## config.mk

```make
export PLATFORM = sky130hd
export DESIGN_NAME = adex_param_streamer
export DESIGN_NICKNAME = d
export VERILOG_FILES = /design/src/rtl/adex_pkg.sv /design/src/rtl/adex_strobe_timer.sv /design/src/rtl/adex_param_streamer.sv
export SDC_FILE = /design/constraint.sdc
export NUM_CORES = 1
export LEC_CHECK = 0
export CORE_ASPECT_RATIO = 0.9
export CORE_MARGIN = 2
export CORE_UTILIZATION = 48
export DETAILED_ROUTE_END_ITERATION = 12
export PLACE_DENSITY = 0.79
export SLEW_MARGIN = 40
export SYNTH_ARGS = -nofsm -noshare
export SYNTH_HDL_FRONTEND = slang
export SYNTH_SLANG_ARGS = --single-unit
```

## constraint.sdc

```tcl
create_clock -name clk -period 4.1 [get_ports clk]
set_clock_uncertainty 0.15 [all_clocks]
set_input_delay 0.82 -clock clk [delete_from_list [all_inputs] [get_ports clk]]
set_output_delay 0.82 -clock clk [all_outputs]
set_load 0.05 [all_outputs]
```

## src/rtl/adex_pkg.sv

```systemverilog
// ---------------------------------------------------------------------------
// adex_pkg
// Definitions shared by the AdEx parameter-load transmitter and the neuron
// loader: symbol values, frame geometry, byte positions of each parameter
// inside the 56-bit bundle, the transmitter state type and the helper that
// maps a symbol index to the nibble on the bus.
// ---------------------------------------------------------------------------
package adex_pkg;

    localparam int N_PARAMS  = 7;
    localparam int N_SYMBOLS = 16;
    localparam int BUNDLE_W  = 8 * N_PARAMS;

    localparam logic [3:0] HEADER_NIB     = 4'h0;
    localparam logic [3:0] FOOTER_NIB     = 4'hF;
    // Corrupted footer used for loader-abort testing.
    localparam logic [3:0] BAD_FOOTER_NIB = 4'hE;

    // Byte index of each parameter inside the bundle (byte k = bits [8k+7:8k]).
    localparam int IDX_DELTAT = 0;
    localparam int IDX_TAUW   = 1;
    localparam int IDX_A      = 2;
    localparam int IDX_B      = 3;
    localparam int IDX_VRESET = 4;
    localparam int IDX_VT     = 5;
    localparam int IDX_IBIAS  = 6;

    typedef enum logic [2:0] {
        ST_IDLE,
        ST_ARM,
        ST_SYM,
        ST_HOLD,
        ST_FIN
    } tx_state_e;

    // Data symbols 1..14 carry byte (i-1)/2, high nibble on odd i, low on even i.
    function automatic logic [3:0] data_nibble(input logic [BUNDLE_W-1:0] bundle,
                                               input logic [3:0]          idx);
        int base;
        base = ((int'(idx) - 1) / 2) * 8 + (idx[0] ? 4 : 0);
        return 4'(bundle >> base);
    endfunction

    function automatic logic [3:0] sym_value(input logic [BUNDLE_W-1:0] bundle,
                                             input logic [3:0]          idx,
                                             input logic                bad);
        if (idx == 4'd0)
            return HEADER_NIB;
        if (idx == 4'(N_SYMBOLS - 1))
            return bad ? BAD_FOOTER_NIB : FOOTER_NIB;
        return data_nibble(bundle, idx);
    endfunction

endpackage

```

## src/rtl/adex_strobe_timer.sv

```systemverilog
// ---------------------------------------------------------------------------
// adex_strobe_timer
// Per-symbol phase generator: STROBE_LO cycles low, then STROBE_HI cycles
// high. The phase flop is the load_enable output of the transmitter, so it
// is a clean registered strobe.
//
// Ports:
//   clk, rst_n  clock, asynchronous active-low reset
//   clear       force idle (phase low) on the next edge
//   begin_sym   start a new symbol (low phase) on the next edge
//   run         advance the current symbol this cycle
//   phase_hi    1 during the high phase of a symbol
//   sym_end     this cycle is the last high cycle of the symbol
// ---------------------------------------------------------------------------
module adex_strobe_timer #(
    parameter int STROBE_LO = 2,
    parameter int STROBE_HI = 2
) (
    input  logic clk,
    input  logic rst_n,
    input  logic clear,
    input  logic begin_sym,
    input  logic run,
    output logic phase_hi,
    output logic sym_end
);

    localparam int PH_MAX = (STROBE_LO > STROBE_HI) ? STROBE_LO : STROBE_HI;
    localparam int CW     = (PH_MAX > 1) ? $clog2(PH_MAX) : 1;

    localparam logic [CW-1:0] LO_M1 = CW'(STROBE_LO - 1);
    localparam logic [CW-1:0] HI_M1 = CW'(STROBE_HI - 1);

    logic [CW-1:0] cnt;

    assign sym_end = run && phase_hi && (cnt == '0);

    // NOTE: state flops use non-blocking assignments so every flop samples
    // pre-edge values regardless of statement order.
    always_ff @(posedge clk or negedge rst_n) begin
        if (!rst_n) begin
            cnt      <= '0;
            phase_hi <= 1'b0;
        end else if (clear) begin
            cnt      <= '0;
            phase_hi <= 1'b0;
        end else if (begin_sym) begin
            cnt      <= LO_M1;
            phase_hi <= 1'b0;
        end else if (run) begin
            if (cnt != '0) begin
                cnt <= cnt - 1'b1;
            end else if (!phase_hi) begin
                cnt      <= HI_M1;
                phase_hi <= 1'b1;
            end else begin
                phase_hi <= 1'b0;
            end
        end
    end

endmodule

```

## src/rtl/adex_param_streamer.sv

```systemverilog
// ---------------------------------------------------------------------------
// adex_param_streamer
// Host-side transmitter for the neuron parameter-load nibble protocol.
// On start it latches a 7-byte AdEx bundle and sends: SETUP cycles of
// load_mode envelope, header 0x0, 14 data nibbles (byte 0 first, high nibble
// first), footer 0xF, then HOLD cycles of envelope so the loader commits.
//
// Ports:
//   clk, rst_n   clock, asynchronous active-low reset
//   start        one-cycle request, sampled only in IDLE
//   abort        cancel any transfer in progress (wins over start)
//   bad_footer   test injection, sampled with start
//   p_bundle     [7:0] DeltaT .. [55:48] Ibias
//   load_mode    frame envelope
//   load_enable  symbol strobe (receiver samples on its rising edge)
//   nibble_out   symbol data
//   busy         transfer in progress
//   done         one-cycle completion pulse
//
// Build option ADEX_TX_BAD_FOOTER_EN: when defined, bad_footer=1 sampled
// with start sends the footer as 0xE. Undefined: bad_footer is ignored.
// ---------------------------------------------------------------------------
module adex_param_streamer
    import adex_pkg::*;
#(
    parameter int STROBE_LO = 2,
    parameter int STROBE_HI = 2,
    parameter int SETUP     = 2,
    parameter int HOLD      = 4
) (
    input  logic                clk,
    input  logic                rst_n,
    input  logic                start,
    input  logic                abort,
    input  logic                bad_footer,
    input  logic [BUNDLE_W-1:0] p_bundle,
    output logic                load_mode,
    output logic                load_enable,
    output logic [3:0]          nibble_out,
    output logic                busy,
    output logic                done
);

    localparam int CNT_MAX = (SETUP > HOLD) ? SETUP : HOLD;
    localparam int CW      = (CNT_MAX > 1) ? $clog2(CNT_MAX) : 1;

    localparam logic [CW-1:0] SETUP_M1 = CW'(SETUP - 1);
    localparam logic [CW-1:0] HOLD_M1  = CW'(HOLD - 1);
    localparam logic [3:0]    LAST_SYM = 4'(N_SYMBOLS - 1);

    tx_state_e           state, state_nxt;
    logic [CW-1:0]       cnt, cnt_nxt;
    logic [3:0]          sym_idx, idx_nxt;
    logic                bad_q, bad_nxt;
    logic                mode_nxt, busy_nxt, done_nxt;
    logic [3:0]          nib_nxt;
    logic [BUNDLE_W-1:0] shadow;
    logic                load_shadow;
    logic                t_clear, t_begin, t_run, sym_end;

`ifndef ADEX_TX_BAD_FOOTER_EN
    logic unused_bad_footer;
    assign unused_bad_footer = bad_footer;
`endif

    adex_strobe_timer #(
        .STROBE_LO (STROBE_LO),
        .STROBE_HI (STROBE_HI)
    ) u_timer (
        .clk       (clk),
        .rst_n     (rst_n),
        .clear     (t_clear),
        .begin_sym (t_begin),
        .run       (t_run),
        .phase_hi  (load_enable),
        .sym_end   (sym_end)
    );

    // Next-state and next-output logic. Outputs are computed one cycle
    // ahead and registered so the loader never sees combinational glitches.
    always_comb begin
        // NOTE: every variable gets a default before the case so no path
        // leaves one unassigned, which would infer a latch.
        state_nxt   = state;
        cnt_nxt     = cnt;
        idx_nxt     = sym_idx;
        bad_nxt     = bad_q;
        mode_nxt    = load_mode;
        nib_nxt     = nibble_out;
        busy_nxt    = busy;
        done_nxt    = 1'b0;
        load_shadow = 1'b0;
        t_clear     = 1'b0;
        t_begin     = 1'b0;
        t_run       = 1'b0;

        if (state != ST_IDLE && abort) begin
            state_nxt = ST_IDLE;
            cnt_nxt   = '0;
            mode_nxt  = 1'b0;
            nib_nxt   = 4'h0;
            busy_nxt  = 1'b0;
            t_clear   = 1'b1;
        end else begin
            case (state)
                ST_IDLE: begin
                    // Abort outranks start even when idle.
                    if (start && !abort) begin
                        load_shadow = 1'b1;
                        idx_nxt     = 4'd0;
`ifdef ADEX_TX_BAD_FOOTER_EN
                        bad_nxt     = bad_footer;
`else
                        bad_nxt     = 1'b0;
`endif
                        state_nxt   = ST_ARM;
                        cnt_nxt     = SETUP_M1;
                        mode_nxt    = 1'b1;
                        busy_nxt    = 1'b1;
                        nib_nxt     = 4'h0;
                    end
                end
                ST_ARM: begin
                    if (cnt == '0) begin
                        state_nxt = ST_SYM;
                        t_begin   = 1'b1;
                        nib_nxt   = HEADER_NIB;
                    end else begin
                        cnt_nxt = cnt - 1'b1;
                    end
                end
                ST_SYM: begin
                    t_run = 1'b1;
                    if (sym_end) begin
                        if (sym_idx == LAST_SYM) begin
                            state_nxt = ST_HOLD;
                            cnt_nxt   = HOLD_M1;
                            nib_nxt   = 4'h0;
                            t_clear   = 1'b1;
                        end else begin
                            // Next nibble appears on its symbol's first low cycle.
                            idx_nxt = sym_idx + 4'd1;
                            nib_nxt = sym_value(shadow, sym_idx + 4'd1, bad_q);
                            t_begin = 1'b1;
                        end
                    end
                end
                ST_HOLD: begin
                    if (cnt == '0) begin
                        state_nxt = ST_FIN;
                        mode_nxt  = 1'b0;
                        busy_nxt  = 1'b0;
                        done_nxt  = 1'b1;
                    end else begin
                        cnt_nxt = cnt - 1'b1;
                    end
                end
                ST_FIN: begin
                    state_nxt = ST_IDLE;
                end
                default: begin
                    state_nxt = ST_IDLE;
                    mode_nxt  = 1'b0;
                    busy_nxt  = 1'b0;
                    nib_nxt   = 4'h0;
                    t_clear   = 1'b1;
                end
            endcase
        end
    end

    always_ff @(posedge clk or negedge rst_n) begin
        if (!rst_n) begin
            state      <= ST_IDLE;
            cnt        <= '0;
            sym_idx    <= 4'd0;
            bad_q      <= 1'b0;
            load_mode  <= 1'b0;
            nibble_out <= 4'h0;
            busy       <= 1'b0;
            done       <= 1'b0;
        end else begin
            state      <= state_nxt;
            cnt        <= cnt_nxt;
            sym_idx    <= idx_nxt;
            bad_q      <= bad_nxt;
            load_mode  <= mode_nxt;
            nibble_out <= nib_nxt;
            busy       <= busy_nxt;
            done       <= done_nxt;
        end
    end

    // NOTE: the shadow bundle has no reset; it is always loaded on start
    // before any symbol reads it, so a reset value would never be observed.
    always_ff @(posedge clk) begin
        if (load_shadow)
            shadow <= p_bundle;
    end

endmodule
```

# Word-level counts from Yosys, hierarchy flattened
# Index checks and enable logic that the tools add are counted.
# totals
elab_cells,126
register_bits,73
in_bits,61
# op_classes
n_addsub,6
bitwise_logic,3
eq_ne,18
reduce_logical,22
shifts,1
n_mux,67
# ops
operator,n
56-bit by 32-bit >> shifter with 4-bit output,1
4-bit two-way mux,11
1-bit two-way mux,37
32-bit by 4-bit adder with 32-bit output,1
29-bit by 1-bit adder with 29-bit output,1
3-bit two-way mux,7
"3-bit inequality test, second input constant",7
4-bit case mux with 4 select lines,1
5-bit AND reduction,3
3-bit case mux with 4 select lines,1
2-bit two-way mux,5
"4-bit equality test, second input constant",2
4-bit case mux with 2 select lines,1
"3-bit by 2-bit equality test with 1-bit output, second input constant",2
"2-bit inequality test, second input constant",3
2-bit case mux with 3 select lines,1
3-bit nonzero test,2
"4-bit by 1-bit subtractor with 5-bit output, second input constant",1
"4-bit by 1-bit adder with 4-bit output, second input constant",1
1-bit logical AND,4
4-bit zero test,1
"2-bit by 1-bit inequality test with 1-bit output, second input constant",2
1-bit case mux with 2 select lines,2
4-bit AND reduction,1
other kinds (17),19

# Depth between registers and ports, before layout
# logic_depth
depth_word,19
ltp_mapped,14

# Modules after synthesis
# From an unflattened synthesis, not the netlist that was laid out.
# unflattened
cells_unflattened,242
hier_area_um2,3428.3
# by_module_without_submodules
module,n_inst,cells_per_inst,area_each_um2
adex_param_streamer,1,231,3313.2
adex_strobe_timer,1,11,115.1

# Least setup slack after synthesis
# No wires, ideal clock.
# synth_timing
path_kind,input to register
startpoint,in abort
endpoint,"reg shadow[0], enable pin"
n_path_buf,0
required_ps,3479
t_arrival_ps,3365
setup_slack_ps,114
path_stages,2
setup_ps,471
path_cell_list,nand2b_1 > nor2_1
# synth_via
elab_chain_cells,5
# synth_lines
item,line,text
from (decl),adex_param_streamer.sv:34,"input logic abort,"
1-bit zero test,adex_param_streamer.sv:108,if (start && !abort) begin
1-bit logical AND,adex_param_streamer.sv:108,
1-bit two-way mux,adex_param_streamer.sv:108,
1-bit two-way mux,adex_param_streamer.sv:105,case (state)
1-bit two-way mux *,adex_param_streamer.sv:97,if (state != ST_IDLE && abort) begin
net load_shadow,adex_param_streamer.sv:58,logic load_shadow;
to (signal assigned),adex_param_streamer.sv:198,shadow <= p_bundle;
to (decl),adex_param_streamer.sv:57,logic [BUNDLE_W-1:0] shadow;
# The timed path passes the listed nets; every way through them passes the cells marked *.
# A chain may end at the register's enable or synchronous reset.

# Worst setup path after layout
# layout_timing
startpoint,reg sym_idx[0]
endpoint,reg nibble_out[2]
# layout_via
elab_chain_cells,14
# layout_lines
item,line,text
from (decl),adex_param_streamer.sv:53,"logic [3:0] sym_idx, idx_nxt;"
from (signal assigned),adex_param_streamer.sv:185,sym_idx <= idx_nxt;
branches (longest 10 deep; another with 32-bit by 4-bit adder with 32-bit output),--,
4-bit two-way mux *,adex_param_streamer.sv:135,if (sym_idx == LAST_SYM) begin
4-bit two-way mux *,adex_param_streamer.sv:134,if (sym_end) begin
4-bit case mux with 4 select lines *,adex_param_streamer.sv:105,
4-bit two-way mux *,adex_param_streamer.sv:97,
to (signal assigned),adex_param_streamer.sv:188,nibble_out <= nib_nxt;
to (decl),adex_param_streamer.sv:39,"output logic [3:0] nibble_out,"
# Every way passes the cells marked *. The select of a mux whose other input is x is not followed.

==> results_dict.tcl <==
set metrics [dict create \
    critPathLaunchType "flip-flop" \
    ys_warn_count 0 \
    port_buffers 67 \
    die-area_um2 7590 \
    finalNetCount 371 \
    syn2layout_area_growth_pct 28.9 \
    netlist_area_um2 3320 \
    crit_chain "nand3_1 > xor2_1 > and4_1 > ha_1 > ha_1 > xor2_1 > xnor2_2 > mux2_2 > a211oi_1 > o21ai_0" \
    grt_busiest_layer "met2" \
    cpPeakStageDelay_ns 0.61 \
    cts_resized 0 \
    ys_seq_area_frac 0.635 \
    rsz0062_at_grt "no" \
    dr.pass1.iters 4 \
    grtUsageMet2 0.285 \
    intPower_mw 1.47 \
    ys_dominant_reg_cell "edfxtp_1" \
    worstSetupEndpointType "flip-flop" \
    path_clk_slew_ns 0.09 \
    combPwrFrac 0.260 \
    required_ns 4.18 \
    dp_hpwl_um 4530 \
    swShare 0.317 \
    cts-root-buf "clkbuf_8" \
    fmax_mhz 296 \
    initial_core_util 0.501 \
    period_needed_ns 3.38 \
    first_global_vias 2099 \
    gp_congestion 0.852 \
    crit_fanout 12 \
    clock-sinks 73 \
    final_cell_mix "clkdlybuf4s50_1, edfxtp_1, nand2_1, dfrtp_1, nor2_1" \
    final_cell_area_um2 4270 \
    placed_area_um2 4060 \
    grt_pass1_wl_um 10500 \
    drt_wl_total_um 6480 \
    antenna_found_initial 0 \
    status "completed" \
    tns_ns 0 \
    core_um2 6620 \
    cts_setup_buffers 0 \
    cp_num_buf_inv 0 \
    slew_headroom 0.546 \
    final_common_cell "clkdlybuf4s50_1" \
    hold_violations 0 \
    diodes 0 \
    maxCapViolCount 0 \
    gr-usage-all-layers 0.182 \
    cts_hold_buf 0 \
    synthCells 236 \
    critPathTopFamily "XOR/XNOR gates" \
    synth_cell_types 39 \
    slowest_stage "dfrtp_1" \
    syn_area_per_cell_um2 14.1 \
    wl_per_cell_um 16.2 \
    overflow 0 \
    p_sw_mw 0.684 \
    via_count 2113 \
    core.rowCount 28 \
    synth-edff-count 56 \
    first_iter_violations 106 \
    viasPerCell 5.30 \
    die_h_um 82.9 \
    drc 0 \
    critical_path_class "reg2reg" \
    numCtsBuffers 9 \
    die_w_um 91.6 \
    grt_max_degree 34 \
    cts_buffer_depth 2 \
    ant_nets 0 \
    power.leakage_nw 1.53 \
    tightest_slew_ns 0.675 \
    peakVddDrop_v 0.000291 \
    setup_viol 0 \
    boundaryPins 69 \
    seqPwrFrac 0.468 \
    gr-usage-met1 0.238 \
    insertion_delay_ns 0.36 \
    critPathArrivalTime_ns 3.46 \
    p_per_area_nw_per_um2 505 \
    syn-num-nets 303 \
    synth-seq-cells 73 \
    hp-class "in2async" \
    cts_tree "done" \
    fin_crit_sh 0.825 \
    layout-drive-gt1-share 0.139 \
    utilization 0.646 \
    maxSlewViolCount 0 \
    ctsHtreeMaxLevel 3 \
    synth-async-reset-ratio 0.233 \
    p_clk_frac 0.272 \
    use_met3 0.0563 \
]
metrics by stage:
stage / total power, mW / hold slack, ns / instances / setup slack (ns)
floorplan: 1.41 / 0.339 / 236 / 0.114
global placement: 1.56 / 0.331 / 383 / 0.590
detailed placement: 1.59 / 0.342 / 383 / 0.487
CTS: 2.17 / 0.361 / 399 / 0.469
global route: 2.27 / 0.246 / 399 / 0.447
finish: 2.16 / 0.225 / 399 / 0.718
logic make-up after synthesis:
group,Yosys count,share of synthesized area
buffers and inverters,20,0.0294
adder cells (fa/ha/maj),6,0.0226
AO/OA/AOI/OAI,37,0.0649
multiplexers,24,0.122
XOR/XNOR,6,0.0158
AND/OR/NAND/NOR,70,0.110
flip-flops,73,0.635
sequential cells by signal (all words and copies together), names as in the netlist:
name and cells:
busy 1, cnt 2, done 1, nibble_out 4, shadow 56, state 3
sym_idx 4, u_timer.cnt 1, u_timer.phase_hi 1
cell type report:
type	count	area, um^2
clock buffer	9	124
clock inverter	7	85.1
fill	483	2350
multi-input combinational	143	1130
sequential	73	2110
tap	90	113
inverter	6	22.5
timing repair buffer	71	696
routing by layer:
layer / routed length [um] / vias up
li1: - / 1021
met1: 2900 / 1003
met2: 3080 / 81
met3: 425 / 8
met4: 74 / 0
met5: 0 / -
path summary, 6_finish.rpt:
| path | startpoint | endpoint | slack, ns | cells past startpoint |
|---|---|---|---|---|
| setup / recovery | sym_idx[0] | nibble_out[2] | 0.72 | 10 |
| hold / removal | rst_n | busy | 0.23 | 1 |
| setup reg to reg | sym_idx[0] | nibble_out[2] | 0.72 | 10 |
| hold reg to reg | busy | busy | 0.36 | 1 |
| max in group asynchronous | rst_n | u_timer.cnt | 3.28 | 1 |
| min in group clk | busy | busy | 0.36 | 1 |
power groups by stage:
stage / clock network, mW / registers, mW / logic (mW)
3_5_place_dp: 0 / 1.03 / 0.561
5_1_grt: 0.629 / 1.02 / 0.619
2_1_floorplan: 0 / 1.04 / 0.369
4_1_cts: 0.598 / 1.01 / 0.564
6_report: 0.587 / 1.01 / 0.560
3_3_place_gp: 0 / 1.02 / 0.545
cell usage after synthesis (4+ instances only):
cell	n	share of area
a211oi_1	4	0.0091
a21oi_1	12	0.018
clkbuf_1	7	0.0079
dfrtp_1	17	0.13
edfxtp_1	56	0.51
ha_1	6	0.023
inv_1	6	0.0068
mux2i_1	7	0.021
mux4_2	12	0.081
nand2_1	19	0.022
nand2b_1	5	0.0094
nor2_1	15	0.017
nor2b_1	4	0.0075
nor3_1	9	0.014
nor3b_1	5	0.011
o21ai_0	12	0.018
xor2_1	4	0.011
No activity file was read; power rests on OpenSTA's default activity.
